### src/rtl/regfile_2r1w.sv
// Two-read / one-write integer register file with write-through bypass and x0 tied to zero.
// Storage is cleared by a post-reset sweep; define REGFILE_DBG_EN to add a read-only debug port.
module regfile_2r1w #(
    parameter int DATA_W   = 32,
    parameter int ADDR_W   = 5,
    parameter int NUM_REGS = 32
) (
    input  logic              clk,
    input  logic              rst_i,
    input  logic              we_i,
    input  logic [ADDR_W-1:0] waddr_i,
    input  logic [DATA_W-1:0] wdata_i,
    input  logic              re1_i,
    input  logic [ADDR_W-1:0] raddr1_i,
    output logic [DATA_W-1:0] rdata1_o,
    input  logic              re2_i,
    input  logic [ADDR_W-1:0] raddr2_i,
    output logic [DATA_W-1:0] rdata2_o,
`ifdef REGFILE_DBG_EN
    input  logic [ADDR_W-1:0] dbg_raddr_i,
    output logic [DATA_W-1:0] dbg_rdata_o,
`endif
    output logic              ready_o
);

    typedef enum logic {
        ST_INIT = 1'b0,
        ST_RUN  = 1'b1
    } state_t;

    localparam logic [ADDR_W-1:0] LAST_IDX = ADDR_W'(NUM_REGS - 1);

    state_t            state_q, state_d;
    logic [ADDR_W-1:0] clr_ptr_q, clr_ptr_d;

    logic [DATA_W-1:0] mem [NUM_REGS];
    logic              mem_we;
    logic [ADDR_W-1:0] mem_waddr;
    logic [DATA_W-1:0] mem_wdata;

    // The sweep owns the single write port during INIT, so WB writes are dropped there.
    always_comb begin
        state_d   = state_q;
        clr_ptr_d = clr_ptr_q;
        mem_we    = 1'b0;
        mem_waddr = waddr_i;
        mem_wdata = wdata_i;
        if (state_q == ST_INIT) begin
            mem_we    = 1'b1;
            mem_waddr = clr_ptr_q;
            mem_wdata = '0;
            if (clr_ptr_q == LAST_IDX) begin
                state_d = ST_RUN;
            end else begin
                clr_ptr_d = clr_ptr_q + ADDR_W'(1);
            end
        end else begin
            mem_we = we_i && (waddr_i != '0);
        end
    end

    always_ff @(posedge clk or negedge rst_i) begin
        if (!rst_i) begin
            state_q   <= ST_INIT;
            clr_ptr_q <= ADDR_W'(1);
        end else begin
            state_q   <= state_d;
            clr_ptr_q <= clr_ptr_d;
        end
    end

    always_ff @(posedge clk) begin
        if (mem_we) begin
            mem[mem_waddr] <= mem_wdata;
        end
    end

    function automatic logic [DATA_W-1:0] read_port(
        input logic              re,
        input logic [ADDR_W-1:0] raddr
    );
        logic [DATA_W-1:0] val;
        val = '0;
        if (state_q == ST_RUN && re && raddr != '0) begin
            if (we_i && waddr_i == raddr) begin
                val = wdata_i;
            end else begin
                val = mem[raddr];
            end
        end
        return val;
    endfunction

    assign rdata1_o = read_port(re1_i, raddr1_i);
    assign rdata2_o = read_port(re2_i, raddr2_i);
    assign ready_o  = (state_q == ST_RUN);

`ifdef REGFILE_DBG_EN
    // Debug view shows committed array contents only; no bypass of the in-flight write.
    assign dbg_rdata_o = (state_q == ST_RUN && dbg_raddr_i != '0) ? mem[dbg_raddr_i] : '0;
`endif

endmodule

### config.mk
export PLATFORM = sky130hd
export DESIGN_NAME = regfile_2r1w
export DESIGN_NICKNAME = d
export VERILOG_FILES = /design/src/rtl/regfile_2r1w.sv
export SDC_FILE = /design/constraint.sdc
export NUM_CORES = 1
export LEC_CHECK = 0
export ABC_AREA = 0
export CAP_MARGIN = 30
export CORE_MARGIN = 3
export CORE_UTILIZATION = 50
export CTS_BUF_LIST = sky130_fd_sc_hd__clkbuf_4 sky130_fd_sc_hd__clkbuf_8 sky130_fd_sc_hd__clkbuf_16
export CTS_CLUSTER_SIZE = 12
export DETAILED_ROUTE_END_ITERATION = 7
export PLACE_DENSITY = 0.68
export REMOVE_ABC_BUFFERS = 1
export SLEW_MARGIN = 40
export SYNTH_ARGS = -nofsm -noshare
export SYNTH_HDL_FRONTEND = slang
export SYNTH_SLANG_ARGS = --single-unit
### constraint.sdc
create_clock -name clk -period 5.7 [get_ports clk]
set_clock_uncertainty 0.05 [all_clocks]
set_input_delay 0.57 -clock clk [delete_from_list [all_inputs] [get_ports clk]]
set_output_delay 0.57 -clock clk [all_outputs]
set_load 0.03 [all_outputs]
### Word-level counts from Yosys, hierarchy flattened

Memory sizes are Yosys's and may differ from the RTL's.
Cells that the tools add are included.

| storage, ports and cells | value |
|---|---|
| bits in registers | 6 |
| RAM bits | 1024 |
| word-level logic and storage cells | 31 |
| memories kept | 1 |

Memories:

| name | depth | bits a word | read ports | clocked after memory_dff | wr ports | line | RTL |
|---|---|---|---|---|---|---|---|
| mem | 32 | 32 | 2 | 0 | 1 | 36 | `logic [DATA_W-1:0] mem [NUM_REGS];` |

| operators by class | value |
|---|---|
| $add $sub $neg | 1 |
| equal/unequal tests | 3 |
| multiplexer cells | 11 |
| bitwise logic cells | 2 |
| reductions and logical operators | 11 |

Operators by type and width:

| cell | count |
|---|---|
| $mux 32 | 5 |
| $reduce_bool 5->1 | 3 |
| $eq 5x5->1 | 2 |
| $logic_and 1x1->1 | 7 |
| $add 5x1->5 const B | 1 |
| $eq 5x5->1 const B | 1 |
| $mux 1 | 5 |
| $mux 5 | 1 |
| $not 1->1 | 2 |
| $reduce_and 2->1 | 1 |

### Longest topological paths before layout

Gate-level depths: netlist of the first run.

| depth | value |
|---|---|
| word-level depth | 5 |
| gate-level depth with buffers | 10 |
| gate-level depth less buffers | 6 |

### Least setup slack after synthesis of the first run

Ideal clock, no wire load.

| timing | value |
|---|---|
| path type | register -> register |
| from | register state_q (netlist: ready_o) |
| to | memory mem[17][0] (enable) |
| data arrival time | 3.053 ns |
| required time | 5.229 ns |
| path slack | 2.175 ns |
| stages on the path, launching flop included | 8 |
| path buffers | 3 |
| clock period less this slack | 3.525 ns |
| cell sequence | dfrtp_1 > clkbuf_1 > clkbuf_1 > clkbuf_1 > nand3b_1 > o31ai_1 > nand2_1 > nor2_1 |

| on the way | value |
|---|---|
| word-level cells in the longest chain between the ends | 3 |
| elaborated cells between the ends (all ways) | 4 |
| classes of those cells | 4 x mux |

RTL lines:

| item | line | RTL |
|---|---|---|
| start, declared | 33 | `state_t state_q, state_d;` |
| start signal, assigned | 67 | `state_q <= state_d;` |
| $mux 1 | 48 | `if (state_q == ST_INIT) begin` |
| $mux 1 | 73 | `if (mem_we) begin` |
| $mux 1 (implied by the code) | 74 | `mem[mem_waddr] <= mem_wdata;` |
| end, declared | 36 |  |

Several ways; a longest one is shown, not always the timed one.

### Worst setup path in the final report of the first run

| timing | value |
|---|---|
| from | input raddr2_i[3] |
| to | output rdata2_o[17] |

| on the way | value |
|---|---|
| word-level cells in the longest chain between the ends | 4 |
| elaborated cells between the ends (all ways) | 7 |
| classes of those cells | 1 x eq/ne; 2 x mux; 3 x reduce/logical; 1 x memory |

RTL lines:

| item | line | RTL |
|---|---|---|
| start, declared | 17 | `input logic [ADDR_W-1:0] raddr2_i,` |
| branches (longest 3 deep; another with $mem_v2 32x32) | n/a |  |
| $mux 32 * | 84 | `if (state_q == ST_RUN && re && raddr != '0) begin` |
| end, declared | 18 | `output logic [DATA_W-1:0] rdata2_o,` |

Mark *: on every way between the ends.

==> run_results.csv, run 1 <==
group,metric,value,unit
setup_path,endpoint_kind,"primary output",
setup_path,crit_top_cell,"clkdlybuf4s50_1",
setup_path,path_buf_inv,3,
setup_path,reg2reg_slack,1890,ps
logic_synthesis,synth-main-ff-cell,"edfxtp_1",
route,vias,30000,
worst_hold_path,holdCritPathClass,"input port to asynchronous set/reset pin",
die,core-area,95700,sq um
route,drtIter0Drc,4284,
logic_synthesis,synth_cell_types,57,
route,ant_nets,0,
clock_network,cts_made_buffers,109,
final_layout,design_area,55400,sq um
logic_synthesis,avgSynthCellArea,18.2,sq um
placement,dp_cells,3941,
die,pin_count,117,
clock_network,cts.sinks,1030,
setup_path,crit_fanout,17,
clock_network,cts_max_level,3,
die,die_w,318,um
route,drc,0,
sta,grt_setup_unrepaired,"no",
setup_path,cp_slowest_cell,"or3b_2",
route,vias_per_cell,7.25,
route,wl_per_cell,36.8,um
global_routing,grt_pass1_vias,30800,
clock_network,cts_tree,"done",
logic_synthesis,ys_ff_latch,1030,
sta,max_freq,193,MHz
logic_synthesis,synth.largest_area_cell,"edfxtp_1",
route,met3_length,19.9,mm
sta,worst_slew_pin_slew,934,ps
clock_network,cts_hold_repair.buffers,0,
power,finalPower,16800,uW
logic_synthesis,async_flop_share,0.583,%
global_routing,grt_max_degree,86,
die,die_h,318,um
sta,maxSlewHeadroom,37.6,%
final_layout,area_delta_synth_final,13.9,%
route,routed.top_layer,"met4",
route,wl,152,mm
placement,dp_hpwl,89.2,mm
placement,io_buffers,116,
final_layout,layout-drive-gt1-share,27.8,%
setup_path,critical_path.top_delay_family,"buffers and inverters",
logic_synthesis,synthTopCellsByArea,"edfxtp_1 (63%), mux4_2 (18%), mux2i_1 (5.0%)",
global_routing,grt_pass1_wl,219,mm
clock_network,root_buffer,"clkbuf_16",
clock_network,postCtsSetupBuffers,0,
logic_synthesis,synth.most_common_cell,"edfxtp_1",
final_layout,layout.cells.non_filler,4136,
route,wl_met2,70.6,mm
setup_path,startpoint_type,"input port",
logic_synthesis,syn-instance-count,2665,
logic_synthesis,syn-cell-area,48600,sq um
sta,layout_min_cycle_time,5170,ps
power,ir_drop,249,uV
route,firstDrtPassIters,6,
sta,finalSetupTns,0,ps
route,m1WireLength,56.1,mm
placement,placed_area,51900,sq um
setup_path,cp_cell_sequence,"clkdlybuf4s50_1 > or3b_2 > buf_4 > o221ai_1 > a211oi_1 > a21oi_1 > a22o_1 > clkdlybuf4s50_1",
clock_network,clk_latency,690,ps
clock_network,clk_transition_reported_paths,60,ps
logic_synthesis,synth-edff-count,1024,
setup_path,worstPathArrival,4550,ps
global_routing,grt_remaining_overflow,0,
global_routing,grt_use_total,30.0,%
logic_synthesis,synth.top_cells.by_count,"edfxtp_1 (1,024), mux4_2 (385), mux2i_1 (241)",
clock_network,clock_path_buffers,3,
sta,hold_viol_final,0,
final_layout,antenna_cells,0,
die,initial_core_util,50.8,%
logic_synthesis,yosysSeqAreaShare,63.5,%
setup_path,required,5080,ps
placement,place.gp.congestion,0.838,
status,status,"finished, final reports clean",
power,cellLeakagePower,0.0178,uW
sta,maxSlewViolCount,0,
logic_synthesis,synth_top_area_share,63.2,%
sta,setup_viol,0,
logic_synthesis,yosys_warnings,0,
die,die-area,101000,sq um
clock_network,postCtsResizedCells,0,
power,power.density,303,nW/um^2
die,rows,113,
run,cap_violations,0,
global_routing,antenna_found_initial,3,
setup_path,critical_path_class,"input port to primary output",
setup_path,critical_path.max_stage_delay,1000,ps
sta,post-route-period-util,90.7,%
final_layout,final_nets,2843,
[final timing paths]
check                             start            to  cells past startpoint
setup / recovery            raddr2_i[3]  rdata2_o[17]                      8
hold / removal                    rst_i  clr_ptr_q[1]                      1
setup reg to reg                ready_o   mem[25][22]                      5
hold reg to reg            clr_ptr_q[3]  clr_ptr_q[3]                      1
max in group asynchronous         rst_i  clr_ptr_q[0]                      1
min in group clk           clr_ptr_q[3]  clr_ptr_q[3]                      1
[where the power goes]
part / total, uW / switching (uW) / internal [uW]
registers: 8360 / 3.96 / 8350
logic: 1550 / 951 / 602
clock network: 6900 / 2930 / 3970
[area by class of cell]
cell class	instances	area, sq um
clock buffers	139	2950
clock inverters	54	503
fillers	6884	40300
inverters	3	13.8
multi-input cells	1405	16900
flip-flops and latches	1030	30900
well taps	1265	1580
repair buffers	240	2580
[layer usage]
metal | up-vias | track usage (%)
met5 | - | 0
met4 | 0 | 10.6
met3 | 386 | 8.21
met2 | 2198 | 46.4
met1 | 15700 | 41.3
li1 | 11700 | -
[logic make-up after synthesis]
| group | synth area share (%) |
|---|---|
| fa+ha+maj | 0.0514 |
| compound gates | 7.58 |
| flops | 63.5 |
| buf+inv | 2.54 |
| xor+xnor | 0.234 |
| mux | 23.2 |
| simple gates | 2.81 |
[registers in the layout (all words and copies together) (netlist names)]
name and count:
clr_ptr_q 5, ready_o 1, mem 1024
[metrics by stage]
step	setup slack (ps)	hold WS, ps	utilization (%)
2_1_floorplan	1390	224	-
3_3_place_gp	689	485	54.0
3_5_place_dp	723	492	54.2
4_1_cts	700	43.3	57.8
5_1_grt	570	78.7	57.9
6_report	532	63.0	57.9
[cells in the final DEF, fill, tap and decap left out, types with 30 or more instances in the layout]
master	n
nand3_1	41
buf_4	88
a22oi_1	68
o21bai_1	31
mux4_2	385
nor2b_1	31
clkdlybuf4s50_1	108
clkbuf_4	30
mux2i_1	241
a221oi_1	68
edfxtp_1	1024
clkbuf_16	109
a21oi_1	63
a221o_1	36
o311ai_0	30
nor2_4	34
a211oi_1	42
a22o_1	51
nor2_1	36
nand2_1	64
and2_2	32
Note: power is estimated with default switching activity, not from simulation.
==> run 2, diff against run 1 <==
==> constraint.sdc (replaced) <==
create_clock -name clk -period 6.15 [get_ports clk]
set_clock_uncertainty 0.05 [all_clocks]
set_input_delay 0.615 -clock clk [delete_from_list [all_inputs] [get_ports clk]]
set_output_delay 0.615 -clock clk [all_outputs]
set_load 0.03 [all_outputs]
==> run_results.csv, run 2 (same netlist as run 1, synthesis figures left out) <==
group,metric,value,unit
worst_hold_path,holdCritPathClass,"input port to asynchronous set/reset pin",
setup_path,critical_path_class,"register to primary output",
setup_path,worstPathArrival,4270,ps
global_routing,grt_pass1_vias,30400,
power,finalPower,15500,uW
run,cap_violations,0,
sta,timing.final.ws_setup,1210,ps
clock_network,cts.sinks,1030,
global_routing,grt_remaining_overflow,0,
route,vias_per_cell,7.30,
power,ir_drop,248,uV
die,die-area,101000,sq um
setup_path,rr_startpoint,"ready_o",
placement,dp_hpwl,88.6,mm
setup_path,required,5480,ps
setup_path,path_buf_inv,3,
final_layout,fin_util,57.7,%
route,wl,153,mm
clock_network,cts_hold_repair.buffers,0,
final_layout,layout-drive-gt1-share,27.6,%
clock_network,clock_path_buffers,3,
sta,grt_setup_unrepaired,"no",
global_routing,grt_max_degree,95,
route,drtIter0Drc,4194,
clock_network,clk_latency,690,ps
sta,finalSetupTns,0,ps
power,power.density,281,nW/um^2
setup_path,cp_slowest_cell,"dfrtp_4",
setup_path,timing.rr.end,"mem[25][22]",
sta,maxSlewViolCount,0,
placement,post-place-ws,1420,ps
clock_network,cts_max_level,3,
sta,layout_min_cycle_time,4940,ps
sta,setup_viol,0,
global_routing,antenna_found_initial,3,
final_layout,layout_commonest_cell,"edfxtp_1",
clock_network,postCtsResizedCells,0,
global_routing,grt_use_total,30.0,%
clock_network,cts_made_buffers,107,
sta,post-route-period-util,80.3,%
sta,hold_viol_final,0,
die,initial_core_util,50.8,%
sta,max_freq,202,MHz
clock_network,clk_transition_reported_paths,60,ps
setup_path,critical_path.max_stage_delay,770,ps
route,ant_nets,0,
setup_path,critical_path.top_delay_family,"buffers and inverters",
final_layout,largest_reg_flops,1024,
route,drc,0,
clock_network,cts_tree,"done",
clock_network,postCtsSetupBuffers,0,
clock_network,root_buffer,"clkbuf_16",
route,vias,30100,
die,pin_count,117,
placement,io_buffers,116,
route,firstDrtPassIters,5,
global_routing,grt_pass1_wl,219,mm
die,core-area,95700,sq um
die,die_h,318,um
setup_path,crit_fanout,32,
status,status,"finished, final reports clean",
sta,whs,109,ps
setup_path,cp_cell_sequence,"buf_4 > nand3_1 > a31o_2 > buf_4 > a21oi_1 > a221o_1 > clkdlybuf4s50_1",
final_layout,final_nets,2828,
setup_path,reg2reg_slack,2860,ps
setup_path,startpoint_type,"register",
final_layout,largest-register,"mem",
placement,place.gp.congestion,0.835,
final_layout,final_cell_mix,"edfxtp_1 (1,024), mux4_2 (385), mux2i_1 (241), clkdlybuf4s50_1 (108), clkbuf_16 (107)",
die,die_w,318,um
power,cellLeakagePower,0.0177,uW
final_layout,area_delta_synth_final,13.6,%
route,wl_per_cell,37.0,um
sta,worst_slew_pin_slew,912,ps
sta,maxSlewHeadroom,39.2,%
setup_path,endpoint_kind,"primary output",
setup_path,crit_top_cell,"buf_4",
die,rows,113,
setup_path,r2r_cells,4,
[run 2: cell count changes in the layout (fill, tap and decap cells not counted), moves of 3 or more]
cell,delta
buf_12,-18
diode_2,+3
buf_16,+6
buf_8,+4
clkbuf_8,+5
buf_4,-8
buf_6,+3
clkbuf_4,+5
[run 2: where the power goes]
group | leakage (uW) | switching, uW | internal, uW
sequential | 0.00928 | 3.66 | 7740
clock | 0.00173 | 2690 | 3630
combinational | 0.00672 | 882 | 548
total | 0.0177 | 3570 | 11900
[run 2: cell type report]
type,count,area (sq um)
Fill cell,6973,40500
Sequential cell,1030,30900
Multi-Input combinational cell,1405,16900
Clock buffer,147,3010
Timing Repair Buffer,227,2420
Tap cell,1265,1580
Clock inverter,47,422
Inverter,3,11.3
Antenna cell,3,7.51
[run 2: worst max-delay path by stage]
stage	start	to	slack, ps	depth (start not counted)
CTS	ready_o	rdata1_o[18]	1080	7
detailed placement	waddr_i[2]	rdata1_o[29]	1420	8
floorplan	raddr1_i[2]	rdata1_o[0]	1750	5
finish	ready_o	rdata1_o[12]	1210	7
global placement	raddr2_i[0]	rdata2_o[2]	1430	8
global route	waddr_i[2]	rdata1_o[29]	1200	8
[run 2: stage by stage]
step	cell area, sq um	std cells
after floorplan	47400	2438
after CTS	55100	4121
after detailed placement	51700	3927
final	55200	4127
after global placement	51300	3910
after global routing	55200	4124
[run 2: layer usage]
layer | GRT usage, % | wire length, um | part of all wire [%]
met1 | 42.4 | 56200 | 37
met2 | 45.4 | 69600 | 46
met3 | 7.44 | 20400 | 13
met4 | 11.4 | 6430 | 4.2
met5 | 0 | 25 | 0.016
==> edit, RTL diff (config.mk and constraints of run 1) <==
Change the parameter `DATA_W` from 32 to 36.
--- a/src/rtl/regfile_2r1w.sv
+++ b/src/rtl/regfile_2r1w.sv
@@ -1,7 +1,7 @@
 // Two-read / one-write integer register file with write-through bypass and x0 tied to zero.
 // Storage is cleared by a post-reset sweep; define REGFILE_DBG_EN to add a read-only debug port.
 module regfile_2r1w #(
-    parameter int DATA_W   = 32,
+    parameter int DATA_W   = 36,
     parameter int ADDR_W   = 5,
     parameter int NUM_REGS = 32
 ) (
Interface: changed (resized rdata1_o, rdata2_o and wdata_i); port bits go from 117 to 129. No check against the original RTL was run, so the function may have changed too.
==> edit against run 1 <==
Power grew 9.4%; count of clock-buffer cells in the layout grew 16; synthesized cell count grew 12%; fmax grew 7.3%; setup slack gained 0.35 ns; register-to-register slack lost 0.24 ns; routed wire length grew 12%; largest power group unchanged; largest cell class unchanged; global-route usage grew 0.20 points; via count grew 13%; area after synthesis grew 13%; design area grew 11%; sequential cell count grew 128.
==> edit: results <==
{
  "dp.cells": 4389,
  "dpl.hpwl_um": 96400,
  "drt_pass1_iterations": 5,
  "numCtsBuffers": 116,
  "seq_area_frac_synth_pct": 63.4,
  "status": "finished clean",
  "yosys-top-cells-count": "edfxtp_1, mux4_2, mux2i_1, buf_2, a22oi_1",
  "switching_share_pct": 22.8,
  "worstPathMaxFanout": 36,
  "synth_mux_area_share_pct": 23.3,
  "synth_fa_ha_area_share_pct": 0.0457,
  "synth_enable_flop_cells": 1152,
  "finalNonFillerCells": 4583,
  "grt_pass1_vias": 34400,
  "drive_gt1_share_pct": 26.4,
  "routedWlPerCell_um": 37.3,
  "max_slew_margin_pct": 37.8,
  "synth_xor_area_share_pct": 0.208,
  "largest_reg_flops": 1152,
  "peakVddDrop_v": 0.000260,
  "placed_area_mm2": 0.0581,
  "grt_max_degree": 112,
  "grt_pass1_wl_um": 244000,
  "synth_compound_area_share_pct": 7.45,
  "place.gp.congestion": 0.848,
  "grt_antenna_before_repair": 5,
  "arrival_ns": 4.19,
  "postSynth.asyncResetShare_pct": 0.518,
  "crit_slowest_cell": "clkdlybuf4s50_1",
  "nNetsFinal": 3165,
  "drt_iter0_drc": 4791,
  "yosys-top-cells-area": "edfxtp_1, mux4_2, mux2i_1",
  "grt_util_all_layers_pct": 30.2,
  "ys_types": 61
}
-- edit: changes by cell type after synthesis, moves of 10 or more --
cell / run 1 / this run
edfxtp_1: 1024 / 1152
mux2i_1: 241 / 289
mux4_2: 385 / 433
buf_6: 18 / 41
nand2_1: 64 / 81
a22oi_1: 68 / 84
o311ai_1: 0 / 16
a211oi_1: 42 / 57
buf_2: 110 / 97
o311ai_0: 30 / 18
o221ai_1: 26 / 36
-- edit: metal layers --
layer | routed length (µm) | vias up | global-route usage, %
met3 | 22400 | 468 | 7.25
met2 | 78800 | 2515 | 46.2
met4 | 7820 | 4 | 12.9
met1 | 61800 | 17600 | 41.8
li1 | - | 13100 | -
met5 | 29 | - | 0
-- edit: critical path, delay by kind of cell --
family	cells	cell delay, ns
AOI/OAI and AO/OA	1	0.34
and+or+nand+nor	3	0.64
xor gates and xnor gates	1	0.10
buffers and inverters	4	2.51
-- edit: area by class of cell --
type / count / area [µm²] / share of cell area, %
clock buffer: 155 / 3250 / 5.26
tap: 1403 / 1760 / 2.84
sequential: 1158 / 34700 / 56.3
timing repair buffer: 250 / 2800 / 4.53
clock inverter: 35 / 292 / 0.472
multi-input combinational: 1577 / 18900 / 30.6
inverter: 4 / 15.0 / 0.0243
antenna: 1 / 2.50 / 0.00405
-- edit: metrics by stage --
stage          hold WS (ns)  total power [µW]
6_report             0.0724             18400
5_1_grt              0.0906             18900
4_1_cts              0.0511             18400
3_5_place_dp          0.500             11300
3_3_place_gp          0.497             11300
2_1_floorplan         0.224             10400
-- edit: power by group through the flow --
stage	Clock, µW	Combinational (µW)	Sequential, µW
3_5_place_dp	0	1720	9580
6_report	7250	1750	9390
4_1_cts	7320	1730	9400
2_1_floorplan	0	867	9580
3_3_place_gp	0	1690	9580
5_1_grt	7660	1820	9390
-- edit: cells by family after synthesis --
group / after synthesis
flip-flops: 1158
multiplexers: 731
AO/OA/AOI/OAI: 527
AND/OR/NAND/NOR: 304
buffers and inverters: 259
XOR/XNOR: 13
adder cells (fa/ha/maj): 2
-- edit: worst paths after layout --
check	from	slack, ns	end	cells after the start
hold / removal	rst_i	0.07	clr_ptr_q[1]	1
min in group clk	clr_ptr_q[0]	0.51	clr_ptr_q[0]	1
setup reg to reg	ready_o	1.65	mem[17][2]	6
hold reg to reg	clr_ptr_q[0]	0.51	clr_ptr_q[0]	1
setup / recovery	raddr2_i[3]	0.89	rdata2_o[1]	9
max in group asynchronous	rst_i	5.25	clr_ptr_q[0]	1
